**src/rtl/mmb_burst_splitter.sv**
```systemverilog
// rtl/mmb_burst_splitter.sv - splits mmb bursts into sub-bursts that stay inside one page
// First beat passes through with zero latency; later sub-bursts come from the registered cursor.
module mmb_burst_splitter #(
   parameter int AWIDTH  = 8,
   parameter int DWIDTH  = 8,
   parameter int BWIDTH  = 4,
   parameter int PGWIDTH = 2
) (
   input  logic              clk,
   input  logic              reset,
   input  logic [AWIDTH-1:0] s_addr,
   input  logic [BWIDTH-1:0] s_bcnt,
   input  logic              s_wreq,
   input  logic [DWIDTH-1:0] s_wdat,
   input  logic              s_rreq,
   output logic [DWIDTH-1:0] s_rdat,
   output logic              s_rval,
   output logic              s_busy,
   output logic [AWIDTH-1:0] m_addr,
   output logic [BWIDTH-1:0] m_bcnt,
   output logic              m_wreq,
   output logic [DWIDTH-1:0] m_wdat,
   output logic              m_rreq,
   input  logic [DWIDTH-1:0] m_rdat,
   input  logic              m_rval,
   input  logic              m_busy
);

   localparam int CW = BWIDTH + 1;
   localparam logic [CW-1:0] ONE  = CW'(1);
   localparam logic [CW-1:0] PAGE = ONE << PGWIDTH;

   typedef enum logic [1:0] {ST_IDLE, ST_WRITE, ST_READ} state_t;

   state_t            state_q, state_d;
   logic [AWIDTH-1:0] sub_addr_q, sub_addr_d;
   logic [BWIDTH-1:0] sub_bcnt_q, sub_bcnt_d;
   logic [CW-1:0]     sub_left_q, sub_left_d;
   logic [CW-1:0]     tot_left_q, tot_left_d;

   // Words left before the page boundary, capped at the remaining burst length.
   function automatic logic [CW-1:0] sub_len(input logic [AWIDTH-1:0] a, input logic [CW-1:0] n);
      logic [CW-1:0] room;
      room = PAGE - {{(CW-PGWIDTH){1'b0}}, a[PGWIDTH-1:0]};
      return (n < room) ? n : room;
   endfunction

   logic [CW-1:0]     len, idle_sub, rd_sub;
   logic              in_idle;
   logic [AWIDTH-1:0] cur_addr, nxt_addr;
   logic [BWIDTH-1:0] cur_bcnt;
   logic [CW-1:0]     cur_left, cur_tot, wr_left, wr_tot, nxt_sub;

   assign len      = CW'(s_bcnt) + ONE;
   assign idle_sub = sub_len(s_addr, len);
   assign rd_sub   = sub_len(sub_addr_q, tot_left_q);
   assign in_idle  = (state_q == ST_IDLE);

   // In IDLE the cursor for the accepted write beat is the live upstream burst.
   assign cur_addr = in_idle ? s_addr : sub_addr_q;
   assign cur_bcnt = in_idle ? BWIDTH'(idle_sub - ONE) : sub_bcnt_q;
   assign cur_left = in_idle ? idle_sub : sub_left_q;
   assign cur_tot  = in_idle ? len : tot_left_q;
   assign wr_left  = cur_left - ONE;
   assign wr_tot   = cur_tot - ONE;
   assign nxt_addr = cur_addr + AWIDTH'(cur_bcnt) + AWIDTH'(1);
   assign nxt_sub  = sub_len(nxt_addr, wr_tot);

   assign m_wdat = s_wdat;
   assign s_rdat = m_rdat;
   assign s_rval = m_rval;

   always_comb begin
      state_d    = state_q;
      sub_addr_d = sub_addr_q;
      sub_bcnt_d = sub_bcnt_q;
      sub_left_d = sub_left_q;
      tot_left_d = tot_left_q;
      m_addr     = s_addr;
      m_bcnt     = BWIDTH'(idle_sub - ONE);
      m_wreq     = 1'b0;
      m_rreq     = 1'b0;
      s_busy     = 1'b1;

      case (state_q)
         ST_IDLE: begin
            m_wreq = s_wreq;
            m_rreq = s_rreq & ~s_wreq;
            s_busy = m_busy;
            if (s_rreq && !s_wreq && !m_busy && (len != idle_sub)) begin
               sub_addr_d = s_addr + AWIDTH'(idle_sub);
               tot_left_d = len - idle_sub;
               state_d    = ST_READ;
            end
         end
         ST_WRITE: begin
            m_addr = sub_addr_q;
            m_bcnt = sub_bcnt_q;
            m_wreq = s_wreq;
            s_busy = m_busy;
         end
         ST_READ: begin
            m_addr = sub_addr_q;
            m_bcnt = BWIDTH'(rd_sub - ONE);
            m_rreq = 1'b1;
            if (!m_busy) begin
               sub_addr_d = sub_addr_q + AWIDTH'(rd_sub);
               tot_left_d = tot_left_q - rd_sub;
               if (tot_left_q == rd_sub) begin
                  state_d = ST_IDLE;
               end
            end
         end
         default: state_d = ST_IDLE;
      endcase

      // Write beat bookkeeping is shared by IDLE (first beat) and WRITE.
      if (state_q != ST_READ && s_wreq && !m_busy) begin
         if (wr_tot == '0) begin
            state_d    = ST_IDLE;
            sub_left_d = '0;
            tot_left_d = '0;
         end else begin
            state_d    = ST_WRITE;
            tot_left_d = wr_tot;
            sub_addr_d = cur_addr;
            sub_bcnt_d = cur_bcnt;
            sub_left_d = wr_left;
            if (wr_left == '0) begin
               sub_addr_d = nxt_addr;
               sub_bcnt_d = BWIDTH'(nxt_sub - ONE);
               sub_left_d = nxt_sub;
            end
         end
      end

      if (!reset) begin
         m_wreq = 1'b0;
         m_rreq = 1'b0;
         s_busy = 1'b1;
      end
   end

   always_ff @(posedge clk or negedge reset) begin
      if (!reset) begin
         state_q    <= ST_IDLE;
         sub_addr_q <= '0;
         sub_bcnt_q <= '0;
         sub_left_q <= '0;
         tot_left_q <= '0;
      end else begin
         state_q    <= state_d;
         sub_addr_q <= sub_addr_d;
         sub_bcnt_q <= sub_bcnt_d;
         sub_left_q <= sub_left_d;
         tot_left_q <= tot_left_d;
      end
   end

   always_ff @(posedge clk) begin
      if (reset) begin
         assert (!(s_rreq && (s_wreq || state_q == ST_WRITE)));
      end
   end

endmodule
```
**config.mk**
```make
export PLATFORM = sky130hd
export DESIGN_NAME = mmb_burst_splitter
export DESIGN_NICKNAME = d
export VERILOG_FILES = /design/src/rtl/mmb_burst_splitter.sv
export SDC_FILE = /design/constraint.sdc
export NUM_CORES = 1
export LEC_CHECK = 0
export ABC_AREA = 1
export CELL_PAD_IN_SITES_DETAIL_PLACEMENT = 1
export CELL_PAD_IN_SITES_GLOBAL_PLACEMENT = 1
export CORE_MARGIN = 4
export CORE_UTILIZATION = 38
export CTS_BUF_LIST = sky130_fd_sc_hd__clkbuf_16
export DETAILED_ROUTE_END_ITERATION = 10
export MAX_ROUTING_LAYER = met4
export PLACE_DENSITY_LB_ADDON = 0.1
export SETUP_SLACK_MARGIN = 0.02
export SYNTH_ARGS = -nofsm -noshare
export SYNTH_HDL_FRONTEND = slang
export SYNTH_SLANG_ARGS = --single-unit
```
**constraint.sdc**
```tcl
create_clock -name clk -period 5.3 [get_ports clk]
set_clock_uncertainty 0.15 [all_clocks]
set_input_delay 0.53 -clock clk [delete_from_list [all_inputs] [get_ports clk]]
set_output_delay 0.53 -clock clk [all_outputs]
set_load 0.02 [all_outputs]
```
After elaboration in Yosys (flattened, before gate mapping)
Index checks and enable logic that the tools add are counted.
{ "classes": {"magnitude_cmp": 3, "n_mux": 35, "addsub": 15, "reduce_logical": 16, "bitwise_logic": 3, "n_eq_ne": 9} }
{ "op_table": {"columns": ["op", "n"], "rows": [
  ["8-bit 2-to-1 mux", 7],
  ["5-bit 2-to-1 mux", 11],
  ["8-bit by 5-bit adder with 8-bit output", 2],
  ["8-bit case mux with 2 select lines", 1],
  ["5-bit < comparator", 3],
  ["3-bit by 2-bit subtractor with 4-bit output, first input constant", 3],
  ["4-bit by 1-bit subtractor with 4-bit output, second input constant", 3],
  ["5-bit logical NOT", 2],
  ["5-bit case mux with 2 select lines", 1],
  ["5-bit by 1-bit subtractor with 5-bit output, second input constant", 2],
  ["5-bit subtractor", 2],
  ["8-bit by 1-bit adder with 8-bit output, second input constant", 1],
  ["8-bit by 4-bit adder with 8-bit output", 1],
  ["2-bit 2-to-1 mux", 4],
  ["4-bit 2-to-1 mux", 2],
  ["4-bit case mux with 2 select lines", 1],
  ["1-bit 2-to-1 mux", 6],
  ["3-bit != test, second input constant", 2],
  ["2-bit case mux with 3 select lines", 1],
  ["4-bit by 1-bit adder with 5-bit output, second input constant", 1],
  ["5-bit equality test", 1],
  ["1-bit logical AND", 5],
  ["5-bit != test", 1],
  ["2-bit != test, second input constant", 2],
  ["13 further kinds", 16]
]} }
{ "word_totals": {"register_bits": 24, "out_inout_bits": 32} }

Logic depth before layout (Yosys ltp)
{ "logic_depth": {"depth_word": 12, "ltp_mapped": 30} }

Worst setup path after synthesis
Ideal clock, no wire load.
{ "synth_timing": {"path_type": "input to register", "start": "input s_bcnt[0]", "end": "register sub_bcnt_q[2]", "stages": 26, "arrival_ps": 4165, "path_slack_ps": 921, "required_time_ps": 5085, "cell_sequence": "ha_1 inv_1 nand2_1 nand2_1 inv_1 ha_1 nand2_2 nand3_2 nand2_1 nand2_1 inv_1 ha_1 nand2_1 o21ai_2 fa_1 xnor2_1 or2_2 a31oi_1 nand3_2 o21ai_1 inv_1 ha_1 nor2_1 nand3b_1 nand3_1 nand2_1"} }
{ "synth_between": {"elab_chain_len": 12, "word_cells_on_any_way": 20} }
{ "synth_rtl": {"columns": ["item", "line_no", "rtl"], "rows": [
  ["from (decl)", "12", "input logic [BWIDTH-1:0] s_bcnt,"],
  ["4-bit by 1-bit adder with 5-bit output *", "54", "assign len = CW'(s_bcnt) + ONE;"],
  ["5-bit < comparator", "45", "return (n < room) ? n : room;"],
  ["5-bit 2-to-1 mux", "45", null],
  ["4-bit by 1-bit subtractor with 4-bit output", "61", "assign cur_bcnt = in_idle ? BWIDTH'(idle_sub - ONE) : sub_bcnt_q;"],
  ["4-bit 2-to-1 mux", "61", null],
  ["8-bit by 4-bit adder with 8-bit output", "66", "assign nxt_addr = cur_addr + AWIDTH'(cur_bcnt) + AWIDTH'(1);"],
  ["8-bit by 1-bit adder with 8-bit output", "66", null],
  ["3-bit by 2-bit subtractor with 4-bit output", "44", "room = PAGE - {{(CW-PGWIDTH){1'b0}}, a[PGWIDTH-1:0]};"],
  ["5-bit < comparator", "45", null],
  ["5-bit 2-to-1 mux", "45", null],
  ["4-bit by 1-bit subtractor with 4-bit output", "131", "sub_bcnt_d = BWIDTH'(nxt_sub - ONE);"],
  ["4-bit 2-to-1 mux", "129", "if (wr_left == '0) begin"],
  ["to (signal assigned)", "154", "sub_bcnt_q <= sub_bcnt_d;"],
  ["to (decl)", "37", "logic [BWIDTH-1:0] sub_bcnt_q, sub_bcnt_d;"]
]} }
Mark *: on every way between the ends. The rest lies on a longest branch, timed or not.
A chain may end at the register's enable or synchronous reset.

Final worst setup path
{ "layout_timing": {"start": "input s_addr[0]", "end": "register sub_bcnt_q[2]"} }
{ "layout_between": {"elab_chain_len": 12, "word_cells_on_any_way": 16} }
{ "layout_rtl": {"columns": ["item", "line_no", "rtl"], "rows": [
  ["from (decl)", "11", "input logic [AWIDTH-1:0] s_addr,"],
  ["3-bit by 2-bit subtractor with 4-bit output", "44", null],
  ["5-bit < comparator", "45", null],
  ["5-bit 2-to-1 mux", "45", null],
  ["4-bit by 1-bit subtractor with 4-bit output", "61", null],
  ["4-bit 2-to-1 mux", "61", null],
  ["8-bit by 4-bit adder with 8-bit output", "66", null],
  ["8-bit by 1-bit adder with 8-bit output", "66", null],
  ["3-bit by 2-bit subtractor with 4-bit output", "44", null],
  ["5-bit < comparator", "45", null],
  ["5-bit 2-to-1 mux", "45", null],
  ["4-bit by 1-bit subtractor with 4-bit output", "131", null],
  ["4-bit 2-to-1 mux *", "129", null]
]} }
Marked as above.

==> impl_metrics.py <==
metrics = {
    "die": {
        "rows": 35,
        "die_y_um": 107,
        "fp.dieArea_um2": 11400,
        "die_w_um": 107,
        "ios": 66,
        "coreArea_um2": 9370,
        "start_util_pct": 39.6,
    },
    "layout": {
        "antenna_cells": 0,
        "drive_gt1_share_pct": 8.32,
        "nets": 679,
        "area_growth_pct": 12.4,
    },
    "yosys": {
        "synth-compound-area-share_pct": 18.5,
        "synth-adder-area-share_pct": 15.5,
        "synth_cells": 583,
        "yosysSeqAreaShare_pct": 16.2,
        "synth_top_area_share_pct": 16.2,
        "ys_ff_latch": 24,
        "avgSynthCellArea_um2": 6.36,
        "netlist_area_um2": 3710,
        "netlist-cell-type-count": 45,
        "synth_top_family_by_area": "simple AND/OR/NAND/NOR gates",
        "synthSimpleGateAreaFrac_pct": 30.9,
        "synth_area_leaders": "dfrtp_1 (16%), nand2_1 (15%), ha_1 (13%), inv_1 (8.2%), o21ai_0 (6.2%)",
        "synth_area_leader_cell": "dfrtp_1",
        "muxShareOfSynthArea_pct": 0.574,
        "synth_xor_area_share_pct": 3.98,
        "yosysWarnings": 0,
    },
    "drt": {
        "vias": 3921,
        "drt_iter0_drc": 173,
        "routedWlPerCell_um": 17.4,
        "wl_um": 12700,
        "antenna_left": 0,
        "drt_first_pass_iters": 4,
        "drc": 0,
        "viasPerCell": 5.37,
    },
    "clock_tree": {
        "cts-root-buf": "clkbuf_16",
        "cts_buffer_depth": 2,
        "clk_latency_ns": 0.27,
        "tritoncts": "yes",
        "path_clk_slew_ns": 0.08,
        "cts.sinks": 24,
        "cts_htree_levels": 1,
        "cts_buffers": 3,
    },
    "timing": {
        "finalSetupViolCount": 0,
        "min_period_ns": 4.95,
        "slew_headroom_pct": 51.3,
        "period_share_pct": 93.4,
        "worst_slack_ns": 0.350,
        "finalHoldViolations": 0,
        "slew_violations": 0,
        "timing.hold.ws_ns": 0.338,
        "worst_pin_slew_ns": 0.731,
        "max_freq_mhz": 202,
    },
    "min_path": {
        "min_from": "sub_left_q[0]$_DFFE_PN0P_",
        "worstHoldPathType": "flip-flop to flip-flop",
    },
    "worst_setup_path": {
        "worstPathRequired_ns": 5.31,
        "worst_ep_arrival_time_ns": 4.96,
        "r2r_start": "state_q[0]$_DFFE_PN0P_",
        "cp-end-kind": "flip-flop",
        "crit_fanout": 5,
        "crit_type": "input port to flip-flop",
        "cp-start-kind": "input port",
        "crit_path_start": "s_addr[0]",
    },
    "global_routing": {
        "grt_pass1_wl_um": 20800,
        "grt_max_degree": 26,
        "grt_overflow": 0,
        "first_global_vias": 4062,
        "antenna_found_initial": 0,
        "grt_usage_pct": 23.3,
    },
    "placed_design": {
        "hpwlAfterDp_um": 10100,
        "io_buffers": 31,
        "finalWeightedCongestion": 0.866,
        "place_ws_ns": -0.0139,
    },
    "outcome": {
        "status": "finished, final reports clean",
    },
    "job": {
        "drv_cap": 0,
    },
}
[registers in the layout (all words and copies together), names as in the netlist]
name	flops
state_q	2
sub_addr_q	8
sub_bcnt_q	4
sub_left_q	5
tot_left_q	5
[through the flow]
stage          cell area (um2)  util [%]  setup TNS, ns  cells
2_1_floorplan             3720         -              0    586
5_1_grt                   4170      44.5       -0.00824    730
3_5_place_dp              4060      43.3        -0.0139    725
4_1_cts                   4140      44.2              0    729
6_report                  4170      44.5              0    730
3_3_place_gp              4060      43.3              0    725
[cells by family after synthesis]
| logic type | after synthesis |
|---|---|
| simple gates | 259 |
| xor+xnor | 16 |
| buf+inv | 118 |
| compound gates | 120 |
| mux | 2 |
| flops | 24 |
| fa+ha+maj | 43 |
| other cells | 1 |
[area by class of cell]
type | instances | area [um2]
Multi-Input combinational cell | 444 | 2610
Clock inverter | 1 | 3.75
Clock buffer | 3 | 75.1
Inverter | 88 | 333
Sequential cell | 24 | 601
Timing Repair Buffer | 41 | 385
Tap cell | 129 | 161
Fill cell | 1287 | 5200
[worst max-delay path, cell delays in order]
cell and delay [ns]:
clkdlybuf4s50_1 0.53, inv_1 0.10, ha_1 0.31, inv_1 0.05, ha_1 0.26, nand2_1 0.06
nand2_1 0.05, nand2_2 0.10, nand3_2 0.12, nand2_1 0.11, nand2_1 0.10, ha_1 0.30
nand2_1 0.06, o21ai_2 0.15, fa_1 0.50, xnor2_1 0.17, or2_2 0.29, a31oi_2 0.21
nand3_2 0.16, nand2_1 0.12, o21ai_2 0.07, inv_1 0.08, ha_1 0.18, nor2_1 0.05
nand3b_1 0.15, nand3_1 0.07, nand2_1 0.05
[path summary, 6_finish.rpt]
| check | endpoint | depth (start not counted) | slack (ns) |
|---|---|---|---|
| max | sub_bcnt_q[2]$_DFFE_PN0P_ | 27 | 0.35 |
| min reg2reg | sub_left_q[0]$_DFFE_PN0P_ | 2 | 0.34 |
| max reg2reg | sub_bcnt_q[2]$_DFFE_PN0P_ | 18 | 1.01 |
| min | sub_left_q[0]$_DFFE_PN0P_ | 2 | 0.34 |
| min in group asynchronous | sub_addr_q[5]$_DFF_PN0_ | 2 | 0.49 |
| max in group asynchronous | sub_bcnt_q[3]$_DFFE_PN0P_ | 2 | 4.22 |
[routing by layer]
layer | GRT usage, % | vias up | part of all wire [%]
li1 | - | 1947 | -
met1 | 32.7 | 1893 | 48
met2 | 37.3 | 61 | 46
met3 | 1.99 | 20 | 4.7
met4 | 3.74 | 0 | 1.0
met5 | - | - | 0
[cells in the mapped netlist (all sizes together)]
master,instances
o311ai,1
xor2,8
conb,1
clkbuf,4
buf,26
a41oi,1
nor3,3
nand3,44
a21oi,36
a211oi,3
fa,5
nand4,14
nor2,32
xnor2,8
or2,5
dfrtp,24
inv,86
ha,38
a22oi,2
a31oi,3
o211ai,5
nand3b,2
o2111ai,3
o21ai,60
o221ai,2
o21a,1
mux2i,1
nand2,159
o22ai,3
clkinv,2
mux2,1
[cells in the final DEF (no fill, tap or decap), drive strengths merged, types with 2 or more instances in the layout]
master,count
nand2,159
inv,86
o21ai,60
nand3,44
ha,38
a21oi,36
nor2,32
clkdlybuf4s50,31
dfrtp,24
nand4,14
buf,10
xor2,8
xnor2,8
or2,5
o211ai,5
fa,5
conb,4
o2111ai,3
a211oi,3
nor3,3
clkinv,3
o22ai,3
clkbuf,3
a31oi,3
nand3b,2
o221ai,2
a22oi,2
[timing repair]
action	4_1_cts	5_1_grt
endpoints found under the setup margin	0	2
hold buffers	0	0
gates resized for setup	0	5
setup buffers	0	1
Power is left out: the tool's default activity adds up to more than one toggle a clock period on the data nets, which glitch-free logic cannot reach.
